<file path="src/rtl/puf_challenge_sequencer_pkg.sv">
// Package shared by the arbiter-PUF challenge sequencer.
// Contents:
//   - state_t: FSM state encoding (IDLE, ARM, FIRE, RELAX, DONE)
//   - DEF_CHAL_W / DEF_RESP_W: default challenge and response widths
//   - vote_threshold(): number of 1-votes needed for a majority of 1
package puf_pkg;

   typedef enum logic [2:0] {
      ST_IDLE  = 3'd0,
      ST_ARM   = 3'd1,
      ST_FIRE  = 3'd2,
      ST_RELAX = 3'd3,
      ST_DONE  = 3'd4
   } state_t;

   localparam int DEF_CHAL_W = 8;
   localparam int DEF_RESP_W = 8;

   // Majority threshold for an odd number of trials.
   function automatic int vote_threshold(input int vote_n);
      return (vote_n + 1) / 2;
   endfunction

endpackage

</file>
<file path="src/rtl/puf_challenge_sequencer_sync2.sv">
// Two-flop synchronizer for the asynchronous PUF response bit.
// Ports:
//   clk   - destination clock
//   rst_n - asynchronous active-low reset; both stages clear to 0
//   d     - asynchronous input
//   q     - synchronized output
module puf_sync2 (
   input  logic clk,
   input  logic rst_n,
   input  logic d,
   output logic q
);

   logic meta_r;
   logic sync_r;

   // Two back-to-back flops give metastability time to resolve.
   always_ff @(posedge clk or negedge rst_n) begin
      if (!rst_n) begin
         meta_r <= 1'b0;
         sync_r <= 1'b0;
      end else begin
         meta_r <= d;
         sync_r <= meta_r;
      end
   end

   assign q = sync_r;

endmodule

</file>
<file path="src/rtl/puf_challenge_sequencer.sv">
// Challenge sequencer for an arbiter PUF. For each request it launches
// RESP_W challenges (seed, seed+1, ...), runs each VOTE_N times, majority
// votes each response bit and returns the word plus an instability mask.
// Ports:
//   clk, rst_n          - clock, asynchronous active-low reset
//   start, seed         - request pulse (IDLE only) and base challenge
//   busy                - request in progress until handshake completes
//   pulse_o, challenge_o- registered launch pulse and challenge to the PUF
//   response_i          - raw asynchronous PUF response
//   resp_data           - voted response word (bit k <- challenge seed+k)
//   unstable_mask       - bit k set when votes for bit k disagreed
//   resp_valid, resp_ready - result handshake
module puf_challenge_sequencer
   import puf_pkg::*;
#(
   parameter int CHAL_W        = DEF_CHAL_W,
   parameter int RESP_W        = DEF_RESP_W,
   parameter int VOTE_N        = 5,
   parameter int SETTLE_CYCLES = 4
) (
   input  logic              clk,
   input  logic              rst_n,
   input  logic              start,
   input  logic [CHAL_W-1:0] seed,
   output logic              busy,
   output logic              pulse_o,
   output logic [CHAL_W-1:0] challenge_o,
   input  logic              response_i,
   output logic [RESP_W-1:0] resp_data,
   output logic [RESP_W-1:0] unstable_mask,
   output logic              resp_valid,
   input  logic              resp_ready
);

   localparam int ST_W = $clog2(SETTLE_CYCLES);
   localparam int TR_W = $clog2(VOTE_N + 1);
   localparam int K_W  = (RESP_W > 1) ? $clog2(RESP_W) : 1;

   localparam logic [ST_W-1:0] SETTLE_LAST = ST_W'(SETTLE_CYCLES - 1);
   localparam logic [TR_W-1:0] TRIAL_LAST  = TR_W'(VOTE_N - 1);
   localparam logic [TR_W-1:0] VOTE_ALL    = TR_W'(VOTE_N);
   localparam logic [TR_W-1:0] VOTE_THR    = TR_W'(vote_threshold(VOTE_N));
   localparam logic [K_W-1:0]  K_LAST      = K_W'(RESP_W - 1);

   state_t            state_r;
   state_t            next_state_s;
   logic [ST_W-1:0]   settle_r;
   logic [TR_W-1:0]   trial_r;
   logic [TR_W-1:0]   ones_r;
   logic [K_W-1:0]    k_r;
   logic [K_W-1:0]    k_inc_s;
   logic [CHAL_W-1:0] seed_r;
   logic [RESP_W-1:0] data_r;
   logic [RESP_W-1:0] mask_r;
   logic              resp_sync_s;
   logic              settle_done_s;
   logic              vote_done_s;
   logic              bit_done_s;

   logic              pulse_r;
   logic [CHAL_W-1:0] chal_r;
   logic              busy_r;
   logic              valid_r;
   logic              pulse_next_s;
   logic [CHAL_W-1:0] chal_next_s;
   logic              busy_next_s;
   logic              valid_next_s;

   puf_sync2 u_sync (
      .clk   (clk),
      .rst_n (rst_n),
      .d     (response_i),
      .q     (resp_sync_s)
   );

   assign settle_done_s = (settle_r == SETTLE_LAST);
   assign vote_done_s   = (trial_r == TRIAL_LAST);
   assign bit_done_s    = (k_r == K_LAST);
   assign k_inc_s       = k_r + K_W'(1);

   // State register.
   always_ff @(posedge clk or negedge rst_n) begin
      if (!rst_n) begin
         state_r <= ST_IDLE;
      end else begin
         state_r <= next_state_s;
      end
   end

   // Next-state logic.
   always_comb begin
      next_state_s = state_r;
      case (state_r)
         ST_IDLE:  if (start) next_state_s = ST_ARM; else next_state_s = ST_IDLE;
         ST_ARM:   next_state_s = ST_FIRE;
         ST_FIRE:  if (settle_done_s) next_state_s = ST_RELAX; else next_state_s = ST_FIRE;
         ST_RELAX: begin
            if (!settle_done_s) begin
               next_state_s = ST_RELAX;
            end else if (vote_done_s && bit_done_s) begin
               next_state_s = ST_DONE;
            end else begin
               next_state_s = ST_ARM;
            end
         end
         ST_DONE:  if (resp_ready) next_state_s = ST_IDLE; else next_state_s = ST_DONE;
         default:  next_state_s = ST_IDLE;
      endcase
   end

   // Output decode: outputs are registered from the next state so that
   // pulse_o and challenge_o line up exactly with the FIRE/ARM periods.
   always_comb begin
      pulse_next_s = (next_state_s == ST_FIRE);
      busy_next_s  = (next_state_s != ST_IDLE);
      valid_next_s = (next_state_s == ST_DONE);
      chal_next_s  = chal_r;
      if ((state_r == ST_IDLE) && (next_state_s == ST_ARM)) begin
         chal_next_s = seed;
      end else if ((state_r == ST_RELAX) && (next_state_s == ST_ARM)) begin
         if (vote_done_s) begin
            chal_next_s = seed_r + CHAL_W'(k_inc_s);
         end else begin
            chal_next_s = seed_r + CHAL_W'(k_r);
         end
      end else begin
         chal_next_s = chal_r;
      end
   end

   // Output registers.
   always_ff @(posedge clk or negedge rst_n) begin
      if (!rst_n) begin
         pulse_r <= 1'b0;
         chal_r  <= {CHAL_W{1'b0}};
         busy_r  <= 1'b0;
         valid_r <= 1'b0;
      end else begin
         pulse_r <= pulse_next_s;
         chal_r  <= chal_next_s;
         busy_r  <= busy_next_s;
         valid_r <= valid_next_s;
      end
   end

   // Counters, vote accumulation and result word.
   always_ff @(posedge clk or negedge rst_n) begin
      if (!rst_n) begin
         settle_r <= {ST_W{1'b0}};
         trial_r  <= {TR_W{1'b0}};
         ones_r   <= {TR_W{1'b0}};
         k_r      <= {K_W{1'b0}};
         seed_r   <= {CHAL_W{1'b0}};
         data_r   <= {RESP_W{1'b0}};
         mask_r   <= {RESP_W{1'b0}};
      end else begin
         case (state_r)
            ST_IDLE: begin
               if (start) begin
                  seed_r   <= seed;
                  settle_r <= {ST_W{1'b0}};
                  trial_r  <= {TR_W{1'b0}};
                  ones_r   <= {TR_W{1'b0}};
                  k_r      <= {K_W{1'b0}};
                  data_r   <= {RESP_W{1'b0}};
                  mask_r   <= {RESP_W{1'b0}};
               end
            end
            ST_ARM: settle_r <= {ST_W{1'b0}};
            ST_FIRE: begin
               if (settle_done_s) begin
                  // Sample at the end of the pulse, when the arbiter has settled.
                  settle_r <= {ST_W{1'b0}};
                  ones_r   <= ones_r + TR_W'(resp_sync_s);
               end else begin
                  settle_r <= settle_r + ST_W'(1);
               end
            end
            ST_RELAX: begin
               if (settle_done_s) begin
                  settle_r <= {ST_W{1'b0}};
                  if (!vote_done_s) begin
                     trial_r <= trial_r + TR_W'(1);
                  end else begin
                     data_r[k_r] <= (ones_r >= VOTE_THR);
                     mask_r[k_r] <= (ones_r != {TR_W{1'b0}}) && (ones_r != VOTE_ALL);
                     ones_r      <= {TR_W{1'b0}};
                     trial_r     <= {TR_W{1'b0}};
                     if (!bit_done_s) k_r <= k_inc_s;
                  end
               end else begin
                  settle_r <= settle_r + ST_W'(1);
               end
            end
            ST_DONE: settle_r <= {ST_W{1'b0}};
            default: settle_r <= {ST_W{1'b0}};
         endcase
      end
   end

   assign pulse_o       = pulse_r;
   assign challenge_o   = chal_r;
   assign busy          = busy_r;
   assign resp_valid    = valid_r;
   assign resp_data     = data_r;
   assign unstable_mask = mask_r;

endmodule

</file>
<file path="config.mk">
export PLATFORM = sky130hd
export DESIGN_NAME = puf_challenge_sequencer
export DESIGN_NICKNAME = d
export VERILOG_FILES = /design/src/rtl/puf_challenge_sequencer_pkg.sv /design/src/rtl/puf_challenge_sequencer_sync2.sv /design/src/rtl/puf_challenge_sequencer.sv
export SDC_FILE = /design/constraint.sdc
export NUM_CORES = 1
export LEC_CHECK = 0
export CORE_MARGIN = 2
export CORE_UTILIZATION = 60
export CTS_BUF_LIST = sky130_fd_sc_hd__clkbuf_4 sky130_fd_sc_hd__clkbuf_8
export DETAILED_ROUTE_END_ITERATION = 8
export PLACE_DENSITY = 0.95
export SLEW_MARGIN = 40
export SYNTH_ARGS = -nofsm -noshare
export SYNTH_HDL_FRONTEND = slang
export SYNTH_SLANG_ARGS = --single-unit
export TNS_END_PERCENT = 30
</file>
<file path="constraint.sdc">
create_clock -name clk -period 5 [get_ports clk]
set_input_delay 1 -clock clk [delete_from_list [all_inputs] [get_ports clk]]
set_output_delay 1 -clock clk [all_outputs]
set_load 0.01 [all_outputs]
</file>
# ---- Word-level counts from Yosys, hierarchy flattened
# Cells that the tools add are included.
dict set report totals {
  ff_bits 51
  output_inout_bits 27
  word_cells 91
  in_bits 13
}
dict set report op_classes {
  magnitude_cmp 3
  n_mux 35
  eq_ne 16
  add_sub_neg 6
  reduce_logical 17
}
# operator count
set op_table {}
lappend op_table {{$mux 8} 8}
lappend op_table {{$mux 3} 12}
lappend op_table {{$pmux 8 s2} 2}
lappend op_table {{$add 8x3->8} 2}
lappend op_table {{$bwmux 8} 2}
lappend op_table {{$pmux 3 s5} 1}
lappend op_table {{$eq 3x3->1 const B} 4}
lappend op_table {{$pmux 3 s2} 2}
lappend op_table {{$ne 2x2->1 const B} 5}
lappend op_table {{$reduce_and 5->1} 2}
lappend op_table {{$eq 3x2->1 const B} 3}
lappend op_table {{$pmux 3 s3} 1}
lappend op_table {{$reduce_bool 3->1} 3}
lappend op_table {{$add 3x1->3 const B} 2}
lappend op_table {{$eq 3x1->1 const B} 2}
lappend op_table {{$logic_and 1x1->1} 5}
lappend op_table {{$lt 3x4->1 const B} 1}
lappend op_table {{$mux 2} 2}
lappend op_table {{$pmux 2 s2} 1}
lappend op_table {{$reduce_and 4->1} 1}
lappend op_table {{$reduce_bool 2->1} 2}
lappend op_table {{$add 3x1->3} 1}
lappend op_table {{$demux 1 s3} 1}
lappend op_table {{$ge 3x1->1 const B} 1}
lappend op_table {{other kinds (9)} 11}

# ---- Longest topological paths before layout
# Gate-level depths: netlist of the first run.
dict set report logic_depth {
  depth_word 9
  mapped_depth 10
  depth_no_buf 10
}

# ---- Cells and area by module
# A second synthesis of the first run with hierarchy kept.
dict set report hier_totals {
  cells_unflattened 241
  area_unflattened_um2 2568.7
}
# mod cells_each n_inst area_each_um2 seq_area_each_um2
set modules_own_cells {}
lappend modules_own_cells {puf_challenge_sequencer 239 1 2518.7 1226.2}
lappend modules_own_cells {puf_sync2 2 1 50.0 50.0}

# ---- Worst setup path before layout of the first run
# No wires, ideal clock.
dict set report synth_timing {
  path_type {register -> register}
  start {register trial_r[0]}
  end {register chal_r[6], in the netlist challenge_o[6]}
  n_path_buf 0
  setup_slack_ns 2.423
  setup_time_ns 0.125
  arrival_time_ns 2.452
  required_time_ns 4.875
  stages_incl_launch_ff 10
  cell_sequence {dfrtp_1 -> inv_1 -> ha_1 -> and2_1 -> mux2_2 -> fa_1 -> a21oi_1 -> nor4_1 -> o32a_1 -> mux2_4}
}
dict set report synth_between {
  elab_chain_cells 8
  word_cells_on_any_way 12
}
# item line_no
set synth_rtl {}
lappend synth_rtl {{start: declaration} puf_challenge_sequencer.sv:48} ;# logic [TR_W-1:0] trial_r;
lappend synth_rtl {{start signal: assignment} puf_challenge_sequencer.sv:150} ;# trial_r <= {TR_W{1'b0}};
lappend synth_rtl {{start signal: assignment} puf_challenge_sequencer.sv:162} ;# trial_r <= {TR_W{1'b0}};
lappend synth_rtl {{start signal: assignment} puf_challenge_sequencer.sv:183} ;# trial_r <= trial_r + TR_W'(1);
lappend synth_rtl {{$eq 3x3->1 (*)} puf_challenge_sequencer.sv:77} ;# assign vote_done_s = (trial_r == TRIAL_LAST);
lappend synth_rtl {{$logic_and 1x1->1} puf_challenge_sequencer.sv:100} ;# end else if (vote_done_s && bit_done_s) begin
lappend synth_rtl {{$mux 3} puf_challenge_sequencer.sv:100}
lappend synth_rtl {{$mux 3} puf_challenge_sequencer.sv:98} ;# if (!settle_done_s) begin
lappend synth_rtl {{$pmux 3 s5} puf_challenge_sequencer.sv:93} ;# case (state_r)
lappend synth_rtl {{$eq 3x1->1} {puf_challenge_sequencer.sv:118, puf_challenge_sequencer.sv:120}}
lappend synth_rtl {{$logic_and 1x1->1 (on tied branches)} {puf_challenge_sequencer.sv:118, puf_challenge_sequencer.sv:120}}
lappend synth_rtl {{$mux 8 / $reduce_bool 2->1 (equally long branches)} --}
lappend synth_rtl {{end signal: assignment} puf_challenge_sequencer.sv:135} ;# chal_r <= {CHAL_W{1'b0}};
lappend synth_rtl {{end signal: assignment} puf_challenge_sequencer.sv:140} ;# chal_r <= chal_next_s;
lappend synth_rtl {{end: declaration} puf_challenge_sequencer.sv:61} ;# logic [CHAL_W-1:0] chal_r;
# Every way passes the cells marked *; elsewhere a longest branch is shown, timed or not. The select of a mux whose other input is x is not followed.
# A chain may end at the register's enable or synchronous reset.

# ---- Final worst setup path of the first run
# Ends and elaborated chain as after synthesis.

==> results.md, run 1 <==
* CTS tree: yes
* Die extent in y at 70.2 um
* Highest routing layer actually used: met4
* Synthesis Warnings at 0
* Register area share after synthesis at 0.485
* Setup violators final at 0
* EDFF count, synth at 0
* Distinct cells, synth at 53
* Setup Fix Bufs, Post-CTS at 0
* Crit path DAT at 3.05 ns
* Synth Register Bits at ~50
* WL final at around 5.2 mm
* Syn Nets at roughly 270
* Vias per inst at 5.90
* Worst Max-Slew Pin Slew at around 0.63 ns
* Period utilization at 0.568
* P per Cell Area at 501 mW/mm^2
* Gr ovfl total at 0
* Total track usage at 0.234
* DRC viols at 0
* Total power at between 0.0015 and 0.002 W
* Cell Rows at 24
* First drt pass iteration count at 4
* ANT nets after route at 0
* Rel. slew slack at 0.582
* Post-CTS Hold Buffers at 0
* Top-count cell post-synth: dfrtp_1
* Final net count at 300
* WS Path Type: reg -> reg
* Critical Path Fanout Max at 4
* Clock Sinks at a little over 50
* Initial antenna violation count at 0
* Total core area at 0.00429 sq mm
* Vias in the first global route at about 1900
* Hold WC Path Type: reg -> reg
* Area leader, netlist: dfrtp_1
* Boundary pin count at 40
* Final Hold Viols at 0
* Synth Flop Type: dfrtp_1
* Fin. max-slew vios at 0
* Metal2 WL at between 2 and 3 mm
* Setup TNS at 0 ns
* First-pass GRT wire length at about 9 mm
* Clock Pin Slew Worst Setup and Hold Paths at 0.10 ns
* Yosys top cell area share at 0.485
* Post-synthesis cell area at between 0.002 and 0.003 sq mm
* Final cell count without fillers at about 330
* Top post-synthesis cells by area: dfrtp_1 (49%), a22o_1 (6.0%), nand2_1 (5.0%)
* Area delta synth->final at 18.0%
* Placed Cells at between 300 and 400
* Post-Syn Area per Cell at 10.9 sq um
* Max Cap Viol at 0
* CTS max path bufs at 2
* Run status: completed
* Initial Util at 0.612
* Worst Clk Skew at around 0.0099 ns
* Largest net degree at the start of global routing at 52
* Number of port buffers at 39
* # diodes at 0
* Worst Path Required at between 5 and 6 ns
* Routed wl met3 at 225 um
* Lkg Pwr at between 1 and 1.5 nW
* Flop2flop setup slack at around 2.2 ns
* Post-synthesis cell count at around 240
* HPWL after DPL at about 3.8 mm
* GP Congestion at about 0.86
* WL per Instance at between 15 and 20 um
* Final Critical Period at between 2 and 3 ns
* Met1 Wirelength at 2.21 mm
* Fmax at roughly 0.35 GHz
* CP Launch Type: flop
* Setup WS pre-CTS at 2.18 ns
* H-tree depth at 2
* RSZ-0062 raised after global routing: no
* Die area at just under 0.005 sq mm
* Synth cell count leaders: dfrtp_1 (51), nand2_1 (35), a22o_1 (18)
* # resized after CTS at 0
* TritonCTS Buffers at 5
* Share of cells above drive strength 1 at 0.105
* Peak VDD IR at around 400 uV
* Asr flop ratio synth at 1.00
* Clock Latency Late Sink at 0.32 ns
* Vias at roughly 2000
* Root buffer cell: clkbuf_8
* 1st-iter DRT viols at ~140
* Die width at about 70 um
* Final setup margin at between 2 and 2.5 ns
* Critical path capture point type: flop
-- logic make-up after synthesis --
family,synth area share
and+or+nand+nor,0.177
adders and majority gates,0.0552
muxes,0.0452
xor gates and xnor gates,0.0167
buffers and inverters,0.0390
AOI/OAI and AO/OA,0.181
DFF,0.485
-- sequential cells by signal (all words and copies together), names as in the netlist, 2 cells and up --
name           flops
state_r            3
resp_data          8
k_r                3
challenge_o        8
ones_r             3
seed_r             8
settle_r           2
trial_r            3
unstable_mask      8
-- area by class of cell --
type	instances	area, sq um
Tap cell	52	65.1
Clock inverter	3	20.0
Inverter	9	33.8
Multi-Input combinational cell	170	1250
Sequential cell	51	1280
Fill cell	298	1190
Clock buffer	5	68.8
Timing Repair Buffer	39	388
-- worst paths after layout --
check / end / start / cells past startpoint
worst max register to register: challenge_o[6] / trial_r[0] / 9
min in group asynchronous: resp_data[7] / rst_n / 1
worst min register to register: u_sync.q / u_sync.meta_r / 0
max in group asynchronous: unstable_mask[4] / rst_n / 1
worst min-delay path: u_sync.q / u_sync.meta_r / 0
worst max-delay path: challenge_o[6] / trial_r[0] / 9
-- power breakdown --
group	switching [W]	leakage [nW]	internal (W)	total, W
Combinational	0.000356	0.704	0.000313	0.000669
Clock	0.000142	0.0402	0.0000976	0.000239
Sequential	0.000117	0.662	0.000530	0.000647
-- per-stage QoR --
| stage | utilization | cell area, sq um | hold slack [ns] |
|---|---|---|---|
| 5_1_grt | 0.722 | 3100 | 0.371 |
| 3_5_place_dp | 0.702 | 3010 | 0.335 |
| 2_1_floorplan | - | 2630 | 0.331 |
| 6_report | 0.722 | 3100 | 0.355 |
| 4_1_cts | 0.722 | 3100 | 0.355 |
| 3_3_place_gp | 0.701 | 3010 | 0.337 |
-- metal layers --
| layer | up-vias | GRT usage |
|---|---|---|
| met2 | 51 | 0.394 |
| met5 | - | 0 |
| li1 | 950 | - |
| met3 | 7 | 0.0447 |
| met4 | 0 | 0.0812 |
| met1 | 934 | 0.306 |
-- critical path, cell delays in order (launching register included) --
cell	delay (ns)
dfrtp_1	0.42
inv_1	0.09
ha_1	0.19
and2_1	0.24
mux2_2	0.39
fa_1	0.43
a21oi_1	0.27
nor4_1	0.11
o32a_1	0.34
mux2_4	0.26
-- cell usage in the layout (no fill, tap or decap), types with 2 or more instances in the layout --
cell             Yosys  final
o31ai_1              4      4
clkdlybuf4s50_1      0     38
nor3b_1              4      4
a211oi_1             2      2
nor3_4               2      2
ha_1                10     10
nand2_1             35     35
o21ai_1              8      8
and3_1               2      2
and3b_1              3      3
o21ai_0             13     13
inv_1                9      9
mux2_2               2      2
clkinvlp_4           0      2
xnor2_1              2      2
or4_1                2      2
o22ai_1              2      2
mux2_4               5      5
nor2_1              13     13
a22o_1              18     18
or3_1                3      3
nand3_1              3      3
a31oi_1              4      4
xor2_1               3      3
a21oi_1              2      2
clkbuf_8             0      5
nor3_1               4      4
dfrtp_1             51     51
Power figures use the tool's default switching activity.
==> inputs of run 2 (changes only) <==
- CORE_UTILIZATION: 60 -> 56
- PLACE_DENSITY: 0.95 -> 0.92
- clock period: 5 -> 2.85 ns (I/O delays scaled with it)
==> results.md, run 2 (synthesized netlist as in run 1, its figures left out) <==
* Fin. max-slew vios at 0
* Clock Pin Slew Worst Setup and Hold Paths at 0.10 ns
* CP Launch Type: flop
* Most frequent CP cell: ha_1
* TritonCTS Buffers at 5
* Total track usage at 0.234
* Total core area at around 0.0044 sq mm
* Flop2flop setup slack at 0.19 ns
* Largest net degree at the start of global routing at 36
* Die area at between 0.005 and 0.006 sq mm
* H-tree depth at 2
* Clock Sinks at about 50
* Share of cells above drive strength 1 at 0.128
* Vias in the first global route at 1977
* Hold Slack at 0.161 ns
* CTS tree: yes
* Number of port buffers at 39
* Boundary pin count at 40
* Worst Clk Skew at 0.0111 ns
* Initial antenna violation count at 0
* RSZ-0062 raised after global routing: no
* Lkg Pwr at between 1 and 1.5 nW
* P per Cell Area at between 900 and 1000 mW/mm^2
* Setup WS pre-CTS at approximately 0.064 ns
* Reg-to-reg endpoint: challenge_o[7]
* CTS max path bufs at 2
* Area delta synth->final at 20.7%
* Most frequent cells in the layout: dfrtp_1 (51), clkdlybuf4s50_1 (38), nand2_1 (35)
* Rel. slew slack at 0.687
* Die width at roughly 73 um
* ANT nets after route at 0
* Final Critical Period at roughly 2.7 ns
* Slowest-stage cell, CP: or4_1
* Root buffer cell: clkbuf_8
* Commonest non-fill, non-tap cell in the layout: dfrtp_1
* Worst R2R Path Depth at 10
* WL per Instance at about 16 um
* WL final at approximately 5.5 mm
* First drt pass iteration count at 4
* WS Path Type: reg -> reg
* Fin area at roughly 0.0032 sq mm
* Cell Rows at 24
* Layout fillers at 329
* Placed cell areas at around 0.0030 sq mm
* Vias per inst at 6.07
* Critical Path Fanout Max at 5
* Worst Path Required at between 3 and 4 ns
* Vias at between 2000 and 2500
* Gr ovfl total at 0
* First-pass GRT wire length at between 9 and 10 mm
* Run status: completed
* Initial Util at 0.591
* Final setup margin at ~0.19 ns
* DRC viols at 0
* Fmax at around 0.38 GHz
* Clock Latency Late Sink at between 0.3 and 0.4 ns
* R2r startpoint: trial_r[0]
* Util after Layout at 0.714
* Setup TNS at 0 ns
* # diodes at 0
* Crit path launch: trial_r[0]
* Max Cap Viol at 0
* Setup violators final at 0
* HPWL after DPL at just over 4 mm
* CP cell instances: inv_1, ha_1, and2_4, mux2_2, ha_1, a211oi_1, buf_4, or4_1, a31oi_1, mux2_4
* Final net count at between 300 and 400
* Worst Max-Slew Pin Slew at around 0.47 ns
* 1st-iter DRT viols at 95
* Peak VDD IR at between 600 and 700 uV
* Period utilization at 0.933
* Final Hold Viols at 0
* Critical path capture point type: flop
* Crit path DAT at about 2.9 ns
* GP Congestion at between 0.8 and 0.9
* Die extent in y at just over 70 um
* Critical path's largest stage delay at approximately 0.51 ns
* Hold WC Path Type: in -> async
* Setup Fix Bufs, Post-CTS at 0
* Post-CTS Hold Buffers at 0
==> run 2: changes by cell type in the layout (fill, tap and decap cells not counted), sizes merged <==
cell | previous run | this run
clkbuf | 5 | 6
bufinv | 0 | 1
buf | 1 | 6
clkinvlp | 2 | 0
==> run 2: worst max-delay path by stage <==
stage,endpoint,slack [ns]
floorplan,challenge_o[6],0.27
global placement,challenge_o[6],0.19
detailed placement,challenge_o[6],0.06
CTS,challenge_o[6],0.06
global route,challenge_o[7],0.007
finish,challenge_o[7],0.19
==> run 2: stage by stage <==
stage          cells  total power (W)
5_1_grt          334          0.00307
6_report         334          0.00287
4_1_cts          334          0.00288
2_1_floorplan    241          0.00195
3_3_place_gp     326          0.00227
3_5_place_dp     326          0.00234
==> run 2: worst max-delay path: cells and delay by family (launching register included) <==
family,cells,cell delay (ns)
and+or+nand+nor,2,0.69
muxes,2,0.52
adders and majority gates,2,0.50
DFF,1,0.41
buffers and inverters,2,0.25
AOI/OAI and AO/OA,2,0.25
==> run 2: power breakdown <==
part | switching [W] | internal [W] | leakage, nW
Combinational | 0.000667 | 0.000576 | 0.730
Clock | 0.000240 | 0.000284 | 0.0612
Sequential | 0.000172 | 0.000930 | 0.662
==> run 2: what timing repair did <==
action | in CTS | in global routing
resized for setup | 0 | 3
hold endpoints to repair | 0 | 0
endpoints found under the setup margin | 0 | 3
==> run 2: cell type report <==
class                      count  area, sq um  area share
tap                           52         65.1      0.0205
multi-input combinational    170         1260       0.396
sequential                    51         1280       0.402
clock buffer                   6         82.6      0.0260
timing repair buffer          44          423       0.133
clock inverter                 2         35.0      0.0110
inverter                       9         33.8      0.0107
==> run 2: layer usage <==
| layer | track usage | wire length, um |
|---|---|---|
| met1 | 0.295 | 2300 |
| met2 | 0.416 | 2840 |
| met3 | 0.0500 | 243 |
| met4 | 0.0514 | 65 |
| met5 | 0 | 0 |
